--- config.mk ---
export PLATFORM = sky130hd
export DESIGN_NAME = sev_seg_scan
export DESIGN_NICKNAME = d
export VERILOG_FILES = /design/src/rtl/sev_seg_pkg.sv /design/src/rtl/hex_to_sev.sv /design/src/rtl/sev_seg_scan.sv
export SDC_FILE = /design/constraint.sdc
export NUM_CORES = 1
export LEC_CHECK = 0
export ABC_AREA = 1
export BUFFER_PORTS_ARGS = -buffer_cell sky130_fd_sc_hd__buf_4
export CORE_AREA = 3 3 105 67
export CTS_BUF_LIST = sky130_fd_sc_hd__clkbuf_16
export CTS_CLUSTER_SIZE = 10
export DETAILED_ROUTE_END_ITERATION = 16
export DIE_AREA = 0 0 108 70
export SLEW_MARGIN = 20
export SYNTH_ARGS = -nofsm -noshare
export SYNTH_HDL_FRONTEND = slang
export SYNTH_SLANG_ARGS = --single-unit
--- constraint.sdc ---
create_clock -name clk -period 2.29 [get_ports clk]
set_input_delay 0.458 -clock clk [delete_from_list [all_inputs] [get_ports clk]]
set_output_delay 0.458 -clock clk [all_outputs]
set_load 0.02 [all_outputs]
--- src/rtl/sev_seg_pkg.sv ---
// Package for the multiplexed 7-segment driver.
// Holds the segment glyph constants (bit order [1:7] = a..g, active-high)
// and the nibble-to-glyph decode function shared by the decoder.
package sev_seg_pkg;

  localparam logic [1:7] SEG_0   = 7'b1111110;
  localparam logic [1:7] SEG_1   = 7'b0110000;
  localparam logic [1:7] SEG_2   = 7'b1101101;
  localparam logic [1:7] SEG_3   = 7'b1111001;
  localparam logic [1:7] SEG_4   = 7'b0110011;
  localparam logic [1:7] SEG_5   = 7'b1011011;
  localparam logic [1:7] SEG_6   = 7'b1011111;
  localparam logic [1:7] SEG_7   = 7'b1110000;
  localparam logic [1:7] SEG_8   = 7'b1111111;
  localparam logic [1:7] SEG_9   = 7'b1111011;
  localparam logic [1:7] SEG_A   = 7'b1110111;
  localparam logic [1:7] SEG_B   = 7'b0011111;
  localparam logic [1:7] SEG_C   = 7'b1001110;
  localparam logic [1:7] SEG_D   = 7'b0111101;
  localparam logic [1:7] SEG_E   = 7'b1001111;
  localparam logic [1:7] SEG_F   = 7'b1000111;
  localparam logic [1:7] SEG_OFF = 7'b0000000;

  // Logical (active-high) glyph for one nibble; codes 10-15 go dark
  // unless hex_mode is set.
  function automatic logic [1:7] decode(input logic [3:0] nibble, input logic hex_mode);
    logic [1:7] g;
    case (nibble)
      4'h0:    g = SEG_0;
      4'h1:    g = SEG_1;
      4'h2:    g = SEG_2;
      4'h3:    g = SEG_3;
      4'h4:    g = SEG_4;
      4'h5:    g = SEG_5;
      4'h6:    g = SEG_6;
      4'h7:    g = SEG_7;
      4'h8:    g = SEG_8;
      4'h9:    g = SEG_9;
      4'hA:    g = hex_mode ? SEG_A : SEG_OFF;
      4'hB:    g = hex_mode ? SEG_B : SEG_OFF;
      4'hC:    g = hex_mode ? SEG_C : SEG_OFF;
      4'hD:    g = hex_mode ? SEG_D : SEG_OFF;
      4'hE:    g = hex_mode ? SEG_E : SEG_OFF;
      4'hF:    g = hex_mode ? SEG_F : SEG_OFF;
      default: g = SEG_OFF;
    endcase
    return g;
  endfunction

endpackage

--- src/rtl/hex_to_sev.sv ---
// Combinational nibble-to-glyph decoder.
// Ports:
//   nibble : 4-bit digit code
//   glyph  : segments a..g (glyph[1]=a), active-high, before pin polarity
module hex_to_sev
  import sev_seg_pkg::*;
#(
  parameter int HEX_MODE = 1
) (
  input  logic [3:0] nibble,
  output logic [1:7] glyph
);

  assign glyph = decode(nibble, HEX_MODE != 0);

endmodule

--- src/rtl/sev_seg_scan.sv ---
// Time-multiplexed N-digit 7-segment display driver.
// Shadow-registers the operand digits, scans one digit per refresh slot with
// a leading dead-time (all anodes off), and drives registered seg/dp/an pins.
// Ports:
//   clk, rst   : clock, synchronous active-high reset
//   load       : capture data_in/dp_in/blank_in into the shadow registers
//   data_in    : one nibble per digit, nibble 0 is the least significant digit
//   dp_in      : decimal point per digit
//   blank_in   : force a digit dark (anode timing unchanged)
//   lz_en      : leading-zero suppression, used live
//   seg, dp    : segment and decimal-point pins (polarity per SEG_ACTIVE_LOW)
//   an         : digit select pins (polarity per AN_ACTIVE_LOW)
//   digit_idx  : digit currently owning the slot
module sev_seg_scan
  import sev_seg_pkg::*;
#(
  parameter int NUM_DIGITS     = 4,
  parameter int REFRESH_DIV    = 100000,
  parameter int DEAD_CYC       = 2,
  parameter int HEX_MODE       = 1,
  parameter int SEG_ACTIVE_LOW = 0,
  parameter int AN_ACTIVE_LOW  = 1,
  localparam int IDX_W         = (NUM_DIGITS > 1) ? $clog2(NUM_DIGITS) : 1
) (
  input  logic                    clk,
  input  logic                    rst,
  input  logic                    load,
  input  logic [4*NUM_DIGITS-1:0] data_in,
  input  logic [NUM_DIGITS-1:0]   dp_in,
  input  logic [NUM_DIGITS-1:0]   blank_in,
  input  logic                    lz_en,
  output logic [1:7]              seg,
  output logic                    dp,
  output logic [NUM_DIGITS-1:0]   an,
  output logic [IDX_W-1:0]        digit_idx
);

  localparam int CNT_W = $clog2(REFRESH_DIV);

  // XOR masks that map logical "on" to the pin level; the reset value of
  // each pin register is its mask, i.e. everything off/deselected.
  localparam logic [1:7]            SEG_INV = {7{SEG_ACTIVE_LOW != 0}};
  localparam logic                  DP_INV  = (SEG_ACTIVE_LOW != 0);
  localparam logic [NUM_DIGITS-1:0] AN_INV  = {NUM_DIGITS{AN_ACTIVE_LOW != 0}};

  logic [CNT_W-1:0]        cnt_r;
  logic [IDX_W-1:0]        idx_r;
  logic [4*NUM_DIGITS-1:0] data_r;
  logic [NUM_DIGITS-1:0]   dpsh_r;
  logic [NUM_DIGITS-1:0]   blank_r;
  logic [1:7]              seg_r;
  logic                    dpo_r;
  logic [NUM_DIGITS-1:0]   an_r;

  logic                    wrap_s;
  logic                    dead_s;
  logic [3:0]              nib_s;
  logic [1:7]              glyph_s;
  logic [NUM_DIGITS-1:0]   lz_mask_s;
  logic                    zero_above_s;
  logic [1:7]              seg_nx_s;
  logic                    dp_nx_s;
  logic [NUM_DIGITS-1:0]   an_nx_s;

  assign wrap_s = (cnt_r == CNT_W'(REFRESH_DIV - 1));
  assign dead_s = (cnt_r < CNT_W'(DEAD_CYC));
  assign nib_s  = data_r[4*idx_r +: 4];

  hex_to_sev #(.HEX_MODE(HEX_MODE)) u_dec (
    .nibble (nib_s),
    .glyph  (glyph_s)
  );

  // Refresh divider and digit pointer: advance to the next digit on wrap.
  always_ff @(posedge clk) begin
    if (rst) begin
      cnt_r <= '0;
      idx_r <= '0;
    end else if (wrap_s) begin
      cnt_r <= '0;
      idx_r <= (idx_r == IDX_W'(NUM_DIGITS - 1)) ? '0 : idx_r + IDX_W'(1);
    end else begin
      cnt_r <= cnt_r + CNT_W'(1);
      idx_r <= idx_r;
    end
  end

  // Shadow registers: the scan only ever reads these, never the live inputs.
  always_ff @(posedge clk) begin
    if (rst) begin
      data_r  <= '0;
      dpsh_r  <= '0;
      blank_r <= '0;
    end else if (load) begin
      data_r  <= data_in;
      dpsh_r  <= dp_in;
      blank_r <= blank_in;
    end else begin
      data_r  <= data_r;
      dpsh_r  <= dpsh_r;
      blank_r <= blank_r;
    end
  end

  // Leading-zero mask: bit k set when digit k and every digit above it are
  // zero; digit 0 is excluded so a value of zero still shows one '0'.
  always_comb begin
    zero_above_s = 1'b1;
    lz_mask_s    = '0;
    for (int k = NUM_DIGITS - 1; k >= 0; k--) begin
      zero_above_s = zero_above_s & (data_r[4*k +: 4] == 4'h0);
      lz_mask_s[k] = zero_above_s & (k > 0);
    end
  end

  // Next pin state in logical polarity: dead-time, then blank, then
  // leading-zero suppression (keeps dp), then the decoded glyph.
  always_comb begin
    seg_nx_s = SEG_OFF;
    dp_nx_s  = 1'b0;
    an_nx_s  = '0;
    if (dead_s) begin
      seg_nx_s = SEG_OFF;
      dp_nx_s  = 1'b0;
      an_nx_s  = '0;
    end else begin
      an_nx_s = NUM_DIGITS'(1) << idx_r;
      if (blank_r[idx_r]) begin
        seg_nx_s = SEG_OFF;
        dp_nx_s  = 1'b0;
      end else if (lz_en && lz_mask_s[idx_r]) begin
        seg_nx_s = SEG_OFF;
        dp_nx_s  = dpsh_r[idx_r];
      end else begin
        seg_nx_s = glyph_s;
        dp_nx_s  = dpsh_r[idx_r];
      end
    end
  end

  // Registered pins with polarity applied after decode.
  always_ff @(posedge clk) begin
    if (rst) begin
      seg_r <= SEG_INV;
      dpo_r <= DP_INV;
      an_r  <= AN_INV;
    end else begin
      seg_r <= seg_nx_s ^ SEG_INV;
      dpo_r <= dp_nx_s ^ DP_INV;
      an_r  <= an_nx_s ^ AN_INV;
    end
  end

  assign seg       = seg_r;
  assign dp        = dpo_r;
  assign an        = an_r;
  assign digit_idx = idx_r;

endmodule

==> Word-level counts from Yosys, hierarchy flattened <==
Memory sizes are Yosys's and may differ from the RTL's. A register that Yosys moved wholly into a read port is not among the register bits.
Cells that the tools add are included.
{ "totals": {"regBits": 48, "latchBits": 0, "ram_bits": 0, "mem_bits_ro": 112, "in_bits": 28, "output_inout_bits": 14, "word_cells": 34, "n_memories": 1} }
{ "classes": {"addsub": 2, "mul": 0, "n_div": 0, "n_lt_le_gt_ge": 2, "eq_ne": 2, "n_shift": 2, "mux": 8, "bitwise": 3, "n_reduce_logical": 7} }
{ "memory_table": {"columns": ["memory", "words", "width", "read_ports", "rd_clocked_by_memory_dff", "wr", "line_no", "rtl"], "rows": [
  ["(no name shown)", 16, 7, 1, 1, 0, "sev_seg_pkg.sv:28", "case (nibble)"]
]} }
{ "ops": {"columns": ["cell", "count"], "rows": [
  ["adder 17 x 1 -> 17 bit, second input constant", 1],
  ["== test 17 bit, second input constant", 1],
  ["less-than comparator 17 x 2 -> 1 bit, second input constant", 1],
  ["indexed part select 16 x 5 -> 4 bit", 1],
  ["logical NOT 4 bit", 3],
  ["binary-select mux 1 bit (select 2 bit)", 3],
  ["two-way mux 4 bit", 1],
  ["inverter 4 bit", 1],
  ["OR reduction 4 bit", 1],
  ["left shift 1 x 2 -> 4 bit, first input constant", 1],
  ["less-than comparator 2 x 3 -> 1 bit, second input constant", 1],
  ["two-way mux 1 bit", 3],
  ["OR reduction 3 bit", 1],
  ["adder 2 x 1 -> 2 bit, second input constant", 1],
  ["AND 1 bit", 2],
  ["== test 2 bit, second input constant", 1],
  ["two-way mux 2 bit", 1],
  ["OR reduction 2 bit", 1],
  ["logical AND 1 bit", 1]
]} }

==> Depth between registers and ports, before layout <==
Gate-level depths: netlist (run 1).
{ "logic_depth": {"depth_word": 7, "mapped_depth": 13, "ltp_nobuf": 12} }

==> By module <==
A second synthesis (run 1) with hierarchy kept.
{ "hier_totals": {"cells_unflattened": 395, "area_unflattened_um2": 2730.1} }
{ "modules_own_cells": {"columns": ["mod", "instances", "cells_per_inst", "area_each_um2", "seq_area_each_um2"], "rows": [
  ["sev_seg_scan", 1, 343, 2459.9, 1101.1],
  ["hex_to_sev", 1, 52, 270.3, 0.0]
]} }

==> Least setup slack after synthesis (run 1) <==
Ideal clock, no wire load.
{ "synth_path": {"kind": "register to register", "from": "register idx_r[0], in the netlist digit_idx[0]", "to": "register seg_r, in the netlist seg[4]", "setup_time_ns": 0.109, "t_arrival_ns": 1.953, "required_ns": 2.181, "setup_slack_ns": 0.228, "path_stages_with_launch": 13, "path_buffers": 2, "period_less_slack_ns": 2.062, "cell_sequence": "dfxtp_1 > buf_4 > buf_6 > nand2_1 > a32oi_1 > inv_1 > ha_1 > inv_1 > nand3_1 > nand3_1 > nand2_1 > nand2_1 > inv_1"} }
{ "synth_between": {"elab_chain_len": 4, "word_cells_on_any_way": 7, "cone_classes": "shift (1); mux (4); reduce/logical (2)"} }
{ "synth_lines": {"columns": ["item", "line_no", "rtl"], "rows": [
  ["start: declaration", "sev_seg_scan.sv:47", "logic [IDX_W-1:0] idx_r;"],
  ["start signal: assignment", "sev_seg_scan.sv:81", "idx_r <= (idx_r == IDX_W'(NUM_DIGITS - 1)) ? '0 : idx_r + IDX_W'(1);"],
  ["start signal: assignment", "sev_seg_scan.sv:84", "idx_r <= idx_r;"],
  ["binary-select mux 1 bit (select 2 bit)", "sev_seg_scan.sv:131", "end else if (lz_en && lz_mask_s[idx_r]) begin"],
  ["two-way mux 1 bit (implied by the code)", "sev_seg_scan.sv:131", null],
  ["logical AND 1 bit", "sev_seg_scan.sv:131", null],
  ["OR reduction 4 bit (no line)", null, null],
  ["end: declaration", "sev_seg_scan.sv:51", "logic [1:7] seg_r;"]
]} }
Several ways; a longest one is shown, not always the timed one. The select of a mux whose other input is x is not followed.
A chain may end at the register's enable or synchronous reset.

==> Worst setup path in the final report (run 1) <==
{ "layout_path": {"from": "register idx_r[0], in the netlist digit_idx[0]", "to": "register seg_r, in the netlist seg[2]"} }
The elaborated chain is that of the path after synthesis.

==> results of run 1 <==
## flip-flops by register name, summed over array words and instances, names as in the netlist
signal,flops
cnt_r,17
seg,7
digit_idx,2
dp,1
an,4
data_r,16
blank_r,4
dpsh_r,4
## worst max-delay path, delay by kind of cell, from the launching register on
family / cells / cell delay, ns
buffers and inverters: 4 / 0.41
AND/OR/NAND/NOR: 5 / 0.50
AO/OA/AOI/OAI: 1 / 0.16
adder cells (fa/ha/maj): 1 / 0.30
flip-flops: 1 / 0.54
## area by class of cell
type / instances / area, um2
timing repair buffer: 45 / 338
sequential: 55 / 1100
fill: 616 / 2830
tap: 84 / 105
multi-input combinational: 277 / 1400
clock buffer: 5 / 125
inverter: 43 / 161
clock inverter: 3 / 23.8
## cells by family (layout without fill, tap and decap cells)
kind of cell,Yosys count,count (layout),share of synthesized area (%)
compound gates,62,62,11.6
buf+inv,56,96,8.88
fa+ha+maj,12,12,5.49
simple gates,196,196,31.5
flops,55,55,40.3
xor+xnor,7,7,2.24
## per-stage QoR
step	utilization, %	instance area (um2)
after floorplan	-	2730
after global placement	50.9	3100
after detailed placement	50.9	3100
after CTS	53.3	3240
after global routing	53.5	3250
final	53.5	3250
## worst max path at each step
stage / from / to / slack, ns
floorplan: digit_idx[0] / seg[4] / 0.23
global placement: digit_idx[0] / seg[4] / 0.32
detailed placement: digit_idx[0] / seg[4] / 0.26
CTS: digit_idx[0] / seg[4] / 0.23
global route: digit_idx[0] / seg[4] / 0.09
finish: digit_idx[0] / seg[2] / 0.29
## cell usage in the layout, fill, tap and decap left out
| cell type | netlist | layout |
|---|---|---|
| nand2_1 | 82 | 82 |
| nor2_1 | 61 | 61 |
| dfxtp_1 | 55 | 55 |
| buf_4 | 2 | 45 |
| inv_1 | 40 | 40 |
| nand3_1 | 32 | 32 |
| o21ai_0 | 32 | 32 |
| a21oi_1 | 28 | 28 |
| ha_1 | 12 | 12 |
| clkbuf_16 | 0 | 5 |
| nand3_2 | 4 | 4 |
| xor2_1 | 4 | 4 |
| inv_2 | 3 | 3 |
| nor2_2 | 3 | 3 |
| nor3_1 | 3 | 3 |
| nand2_4 | 3 | 3 |
| xnor2_1 | 3 | 3 |
| nand2_2 | 2 | 2 |
| or2_0 | 2 | 2 |
| nand3b_1 | 2 | 2 |
| clkinvlp_4 | 0 | 2 |
| a32oi_2 | 0 | 1 |
| nor2_4 | 1 | 1 |
| o211ai_1 | 1 | 1 |
| nand4_1 | 1 | 1 |
| inv_6 | 0 | 1 |
## where the power goes
group	internal, W	total, W	leakage [nW]	switching [W]
Combinational	0.000102	0.000246	0.951	0.000145
Sequential	0.00100	0.00102	0.451	0.0000199
Clock	0.000410	0.000773	0.0664	0.000363
Total	0.00151	0.00204	1.47	0.000528
## synthesized netlist by cell type, drive strengths merged (3+ instances only)
| master | n |
|---|---|
| nor2 | 65 |
| a21oi | 28 |
| nor3 | 3 |
| dfxtp | 55 |
| xnor2 | 3 |
| ha | 12 |
| buf | 7 |
| xor2 | 4 |
| o21ai | 32 |
| nand3 | 36 |
| inv | 43 |
| clkbuf | 6 |
| nand2 | 87 |
## routing by layer
layer  vias up  routed length (um)  global-route usage [%]
met1      1038                3760                    29.7
met2        63                2260                    22.0
met3         2                 401                    3.97
met4         0                  27                    3.78
met5         -                   0                       0
li1       1307                   -                       -
## what timing repair did
action                     CTS  global route
hold buffers                 0             0
setup endpoints to repair    0             1
resized for setup            0             1
==> results.md, run 1 <==
* Post-Route WL at around 6500 um
* Clk_lat worst skew at just under 0.3 ns
* LEAKAGE at about 1.5 nW
* DP Worst Slack at roughly 0.26 ns
* Tot Pwr at about 0.0020 W
* FMAX at approximately 0.5 GHz
* Hpwl dp at around 4800 um
* Crit path required time at 2.48 ns
* Setup Crit Path Kind: reg -> reg
* 1st-iter DRT viols at around 160
* Critical path's slowest cell: dfxtp_1
* Asr flop ratio synth at 0%
* Setup crit end kind: register
* Worst R2R Path Depth at 11
* CP peak stage delay at around 0.54 ns
* Synth area leader: dfxtp_1
* Power Density at ~630 nW/um2
* Max Clock Skew at around 0.01 ns
* Clock sinks at 55
* Synth Register Bits at 55
* H-tree levels at 2
* Min Hold Slack at 0.383 ns
* Remaining antenna violation count at 0
* Die area at approximately 7600 um2
* Final setup vio count at 0
* Maximum fanout along the worst path at 13
* Setup TNS Final at 0 ns
* Die Span Y at 70 um
* Root buf cell: clkbuf_16
* Starting Density at between 40% and 50%
* Total gr overflow at 0
* Total number of vias at about 2400
* Status: finished, final reports clean
* Main area contributors after synthesis: dfxtp_1, nand2_1, nor2_1
* Synth Instances at approximately 390
* Placed Cells at 504
* Routed len/inst at between 10 and 15 um
* Final GP Congestion at ~0.9
* Fin crit share at between 80 and 90%
* Clock Tree Buf Depth at 2
* Max Slew Vio Count at 0
* Largest net degree at the start of global routing at 34
* Layout Area Growth over Synthesis at 18.9%
* Syn avg cell area at ~7 um2
* CP arrival at around 2.2 ns
* Number of enable flip-flop cells after synthesis at 0
* Setup Buffers After CTS at 0
* Core Region at 6080 um2
* Min Tclk post-route at 2.00 ns
* Synth warnings at 0
* DRT Pass-1 Iters at 4
* Relative slew slack at between 70% and 80%
* Layout cells sized above 1 at about 16%
* IO Port Bufs at 41
* Antenna Cells at 0
* Die width at 108 um
* Type of the tightest min-delay check: in -> reg
* Initial antenna violation count at 0
* Hold endpoint: blank_r[3]
* Max Cap Viol at 0
* Final Non-Filler Cells at between 500 and 600
* Hold Vio Cnt, Final at 0
* DRC at 0
* Synth Net Count at 428
* GRT Total Usage at between 10% and 20%
* Net total in the final layout at 467
* Worst-path cell chain: inv_2, nand2_1, nand3_1, nand2_1, inv_1, ha_1, inv_1, o21ai_0, nand2_1, nand2_1, inv_1
* Hold_sp: blank_in[3]
* Sequential area share after synthesis at 40.3%
* Vias per cell at about 4.7
* CTS Buf Count at 5
* Worst R2R Start: digit_idx[0]
* First-pass GRT wire length at about 11000 um
* Synth top area share at 40.3%
* Rows at 22
* Worst VDD drop at 0.000372 V
* Post-route setup slack at between 0.2 and 0.3 ns
* CTS tree: yes
* I/O Pins at 42
* R2R setup slack at between 0.2 and 0.3 ns
* Slew of the pin with the lowest slew margin at ~0.36 ns
* Number of global-route vias before repair at approximately 2200
* Hold path cells at 3
* Reg-to-Reg End: seg[2]
* Synth Flop Type: dfxtp_1
* Clock transition at path regs at 0.08 ns
* Yosys cell types at 26
* Worst path most repeated cell: nand2_1
* Post-Synthesis Cell Area at 2730 um2
* Unrepaired setup endpoints after global routing: false
* CP Launch Type: register
(Power assumes the default switching activity.)
==> inputs of run 2 (changes only) <==
--- a/config.mk
+++ b/config.mk
@@ -5,14 +5,14 @@
 export SDC_FILE = /design/constraint.sdc
 export NUM_CORES = 1
 export LEC_CHECK = 0
-export ABC_AREA = 1
 export BUFFER_PORTS_ARGS = -buffer_cell sky130_fd_sc_hd__buf_4
-export CORE_AREA = 3 3 105 67
+export CORE_AREA = 3 3 103 65
 export CTS_BUF_LIST = sky130_fd_sc_hd__clkbuf_16
 export CTS_CLUSTER_SIZE = 10
 export DETAILED_ROUTE_END_ITERATION = 16
-export DIE_AREA = 0 0 108 70
+export DIE_AREA = 0 0 106 68
 export SLEW_MARGIN = 20
 export SYNTH_ARGS = -nofsm -noshare
 export SYNTH_HDL_FRONTEND = slang
+export SYNTH_HIERARCHICAL = 1
 export SYNTH_SLANG_ARGS = --single-unit
==> run 2 against run 1 <==
Net effect:
- setup slack lost 0.15 ns
- synthesized cell count shrank 33%
- register-to-register slack lost 0.15 ns
- worst hold slack gained 0.021 ns
- count of clock-buffer cells in the layout is the same
- non-clock buffer count shrank 1
- sequential share of layout area grew 1.3 points
- critical endpoint is now seg[4]
- largest power group unchanged
==> results.md, run 2 <==
* Total number of vias at slightly below 2000
* Vias per cell at around 5.1
* Max Cap Viol at 0
* Reg power frac at 49.1%
* DRC at 0
* Synth area leader: dfxtp_1
* CP Launch Point: digit_idx[0]
* Hold buffers post-CTS at 0
* Synth Instances at between 200 and 300
* Hold path cells at 3
* LEAKAGE at about 1.3 nW
* Post-Route WL at approximately 5600 um
* Min Tclk post-route at 2.15 ns
* Sequential area share after synthesis at between 40% and 50%
* FMAX at ~0.47 GHz
* Die Span Y at 68 um
* Layout cells sized above 1 at between 20% and 30%
* Most common cell in the netlist: dfxtp_1
* Tot Pwr at ~0.0021 W
* Maximum fanout along the worst path at 5
* Synth warnings at 6
* Slew of the pin with the lowest slew margin at between 0.8 and 0.9 ns
* M1 GR Usage at 26.5%
* Starting Density at a little under half
* Hpwl dp at ~4100 um
* Worst R2R Start: digit_idx[0]
* Status: finished, final reports clean
* Most frequent cells in the layout: dfxtp_1, buf_4, nor2_1
* Setup crit end kind: register
* Final setup vio count at 0
* Post-Synthesis Cell Area at between 2000 and 3000 um2
* Setup Buffers After CTS at 0
* Placed standard-cell area at 2970 um2
* Clk_lat worst skew at approximately 0.29 ns
* Fillers at 521
* Internal Pwr Total at roughly 0.0016 W
* Clock sinks at 55
* Worst VDD drop at 0.000291 V
* Die area at 7210 um2
* Type of the tightest min-delay check: in -> reg
* Cts repair resizes at 0
* Most common cell after layout, fill and taps aside: dfxtp_1
* Clk pwr share at between 40% and 50%
* I/O Pins at 42
* Power Density at ~670 nW/um2
* Clock Tree Buf Depth at 2
* Critical path's slowest cell: mux4_2
* Number of enable flip-flop cells after synthesis at 0
* DRT Pass-1 Iters at 4
* GRT Total Usage at 16.3%
* Main area contributors after synthesis: dfxtp_1, mux2i_1, nor2_1
* Root buf cell: clkbuf_16
* Asr flop ratio synth at 0%
* CTS Buf Count at 5
* Total gr overflow at 0
* Initial antenna violation count at 0
* CP peak stage delay at about 0.57 ns
* CP arrival at ~2.3 ns
* Routed len/inst at roughly 15 um
* Worst R2R Path Depth at 6
* Worst path most repeated cell: inv_1
* Synth Flop Type: dfxtp_1
* Crit path required time at around 2.4 ns
* Unrepaired setup endpoints after global routing: false
* Max Slew Vio Count at 0
* Largest net degree at the start of global routing at 30
* IO Port Bufs at slightly above 40
* Comb power frac at a little over a tenth
* Net total in the final layout at about 340
* Die width at ~110 um
* Synth Net Count at 300
* Worst-path cell chain: mux4_2, inv_1, ha_1, inv_1, mux4_1, nor4bb_1
* Yosys cell types at between 40 and 50
* Switching share of power at about 22%
* Synth cell count leaders: dfxtp_1, nor2_1, mux2i_1
* Hold_sp: data_in[11]
* Fin crit share at between 90% and 100%
* Core Region at 5680 um2
* Synth top area share at around 42%
* Fin util at about 55%
* Syn avg cell area at roughly 10 um2
* Post-route setup slack at roughly 0.14 ns
* Reg-to-Reg End: seg[4]
* Biggest register: cnt_r
* Clock transition at path regs at about 0.070 ns
* Remaining antenna violation count at 0
* Hold Vio Cnt, Final at 0
* Max reg flops at 17
* H-tree levels at 2
* Final GP Congestion at 0.846
* Grt met3 use at approximately 4.2%
* First-pass GRT wire length at 8960 um
* Layout Cell Area excl Fill at around 3100 um2
* Worst Setup EP: seg[4]
* Global-route met2 utilization at roughly a fifth
* Rows at 21
* R2R setup slack at between 0.1 and 0.15 ns
* Max Clock Skew at 0.00209 ns
* DP Worst Slack at roughly 0.15 ns
* Switch Pwr at between 0.0004 and 0.0005 W
* Setup Crit Path Kind: reg -> reg
* CTS tree: yes
* Setup TNS Final at 0 ns
* Layout Area Growth over Synthesis at 20.5%
* 1st-iter DRT viols at 107
* CP Launch Type: register
* Number of global-route vias before repair at between 1500 and 2000
* Antenna Cells at 0
* Synth Register Bits at 55
* Relative slew slack at 40.6%
* Most Crowded Layer GR: met1
[run 2: cell types whose count changed in the layout (fill, tap and decap cells not counted), moves of 19 or more]
| cell | previous run | this run |
|---|---|---|
| nand2_1 | 82 | 13 |
| o21ai_0 | 32 | 2 |
| inv_1 | 40 | 12 |
| mux2i_1 | 0 | 27 |
| nand3_1 | 32 | 6 |
| a21oi_1 | 28 | 6 |
| nor2_1 | 61 | 42 |
[run 2: worst max-delay path, delay by kind of cell, from the launching register on]
| kind | cells | cell delay (ns) |
|---|---|---|
| adders and majority gates | 1 | 0.25 |
| muxes | 2 | 1.03 |
| and+or+nand+nor | 1 | 0.15 |
| buffers and inverters | 2 | 0.21 |
| DFF | 1 | 0.36 |
[run 2: cells by family (layout without fill, tap and decap cells)]
| group | after synthesis | count (layout) | synth area share, % |
|---|---|---|---|
| AND/OR/NAND/NOR | 103 | 103 | 21.7 |
| flip-flops | 55 | 55 | 42.3 |
| multiplexers | 38 | 38 | 18.3 |
| buffers and inverters | 25 | 64 | 4.14 |
| AO/OA/AOI/OAI | 14 | 14 | 3.37 |
| XOR/XNOR | 13 | 13 | 4.38 |
| adder cells (fa/ha/maj) | 12 | 12 | 5.77 |
[run 2: worst min-delay path by stage]
| stage | to | slack, ns |
|---|---|---|
| 6_report | data_r[11] | 0.40 |
| 5_1_grt | data_r[11] | 0.40 |
| 4_1_cts | data_r[11] | 0.40 |
| 3_5_place_dp | cnt_r[0] | 0.45 |
| 3_3_place_gp | cnt_r[0] | 0.44 |
| 2_1_floorplan | cnt_r[0] | 0.43 |
[run 2: layout make-up]
class / instances / area (um2) / share of cell area, %
tap: 80 / 100 / 3.19
clock inverter: 3 / 38.8 / 1.24
inverter: 12 / 45.0 / 1.44
sequential: 55 / 1100 / 35.2
clock buffer: 5 / 125 / 3.99
timing repair buffer: 44 / 330 / 10.5
multi-input combinational: 180 / 1390 / 44.4
[run 2: metrics by stage]
step | instances | hold WS (ns)
2_1_floorplan | 260 | 0.430
3_3_place_gp | 371 | 0.444
3_5_place_dp | 371 | 0.455
4_1_cts | 379 | 0.399
5_1_grt | 379 | 0.401
6_report | 379 | 0.404
[run 2: power groups by stage]
stage	Sequential, W	Combinational [W]	Clock, W
2_1_floorplan	0.00105	0.000141	0
3_3_place_gp	0.00105	0.000226	0
3_5_place_dp	0.00105	0.000228	0
4_1_cts	0.00103	0.000229	0.000867
5_1_grt	0.00103	0.000252	0.000909
6_report	0.00103	0.000227	0.000838
[run 2: layer usage]
metal	part of all wire, %	up-vias	routed length, um
li1	-	997	-
met1	55	875	3130
met2	38	51	2170
met3	5.6	2	316
met4	0.43	0	24
met5	0	-	0
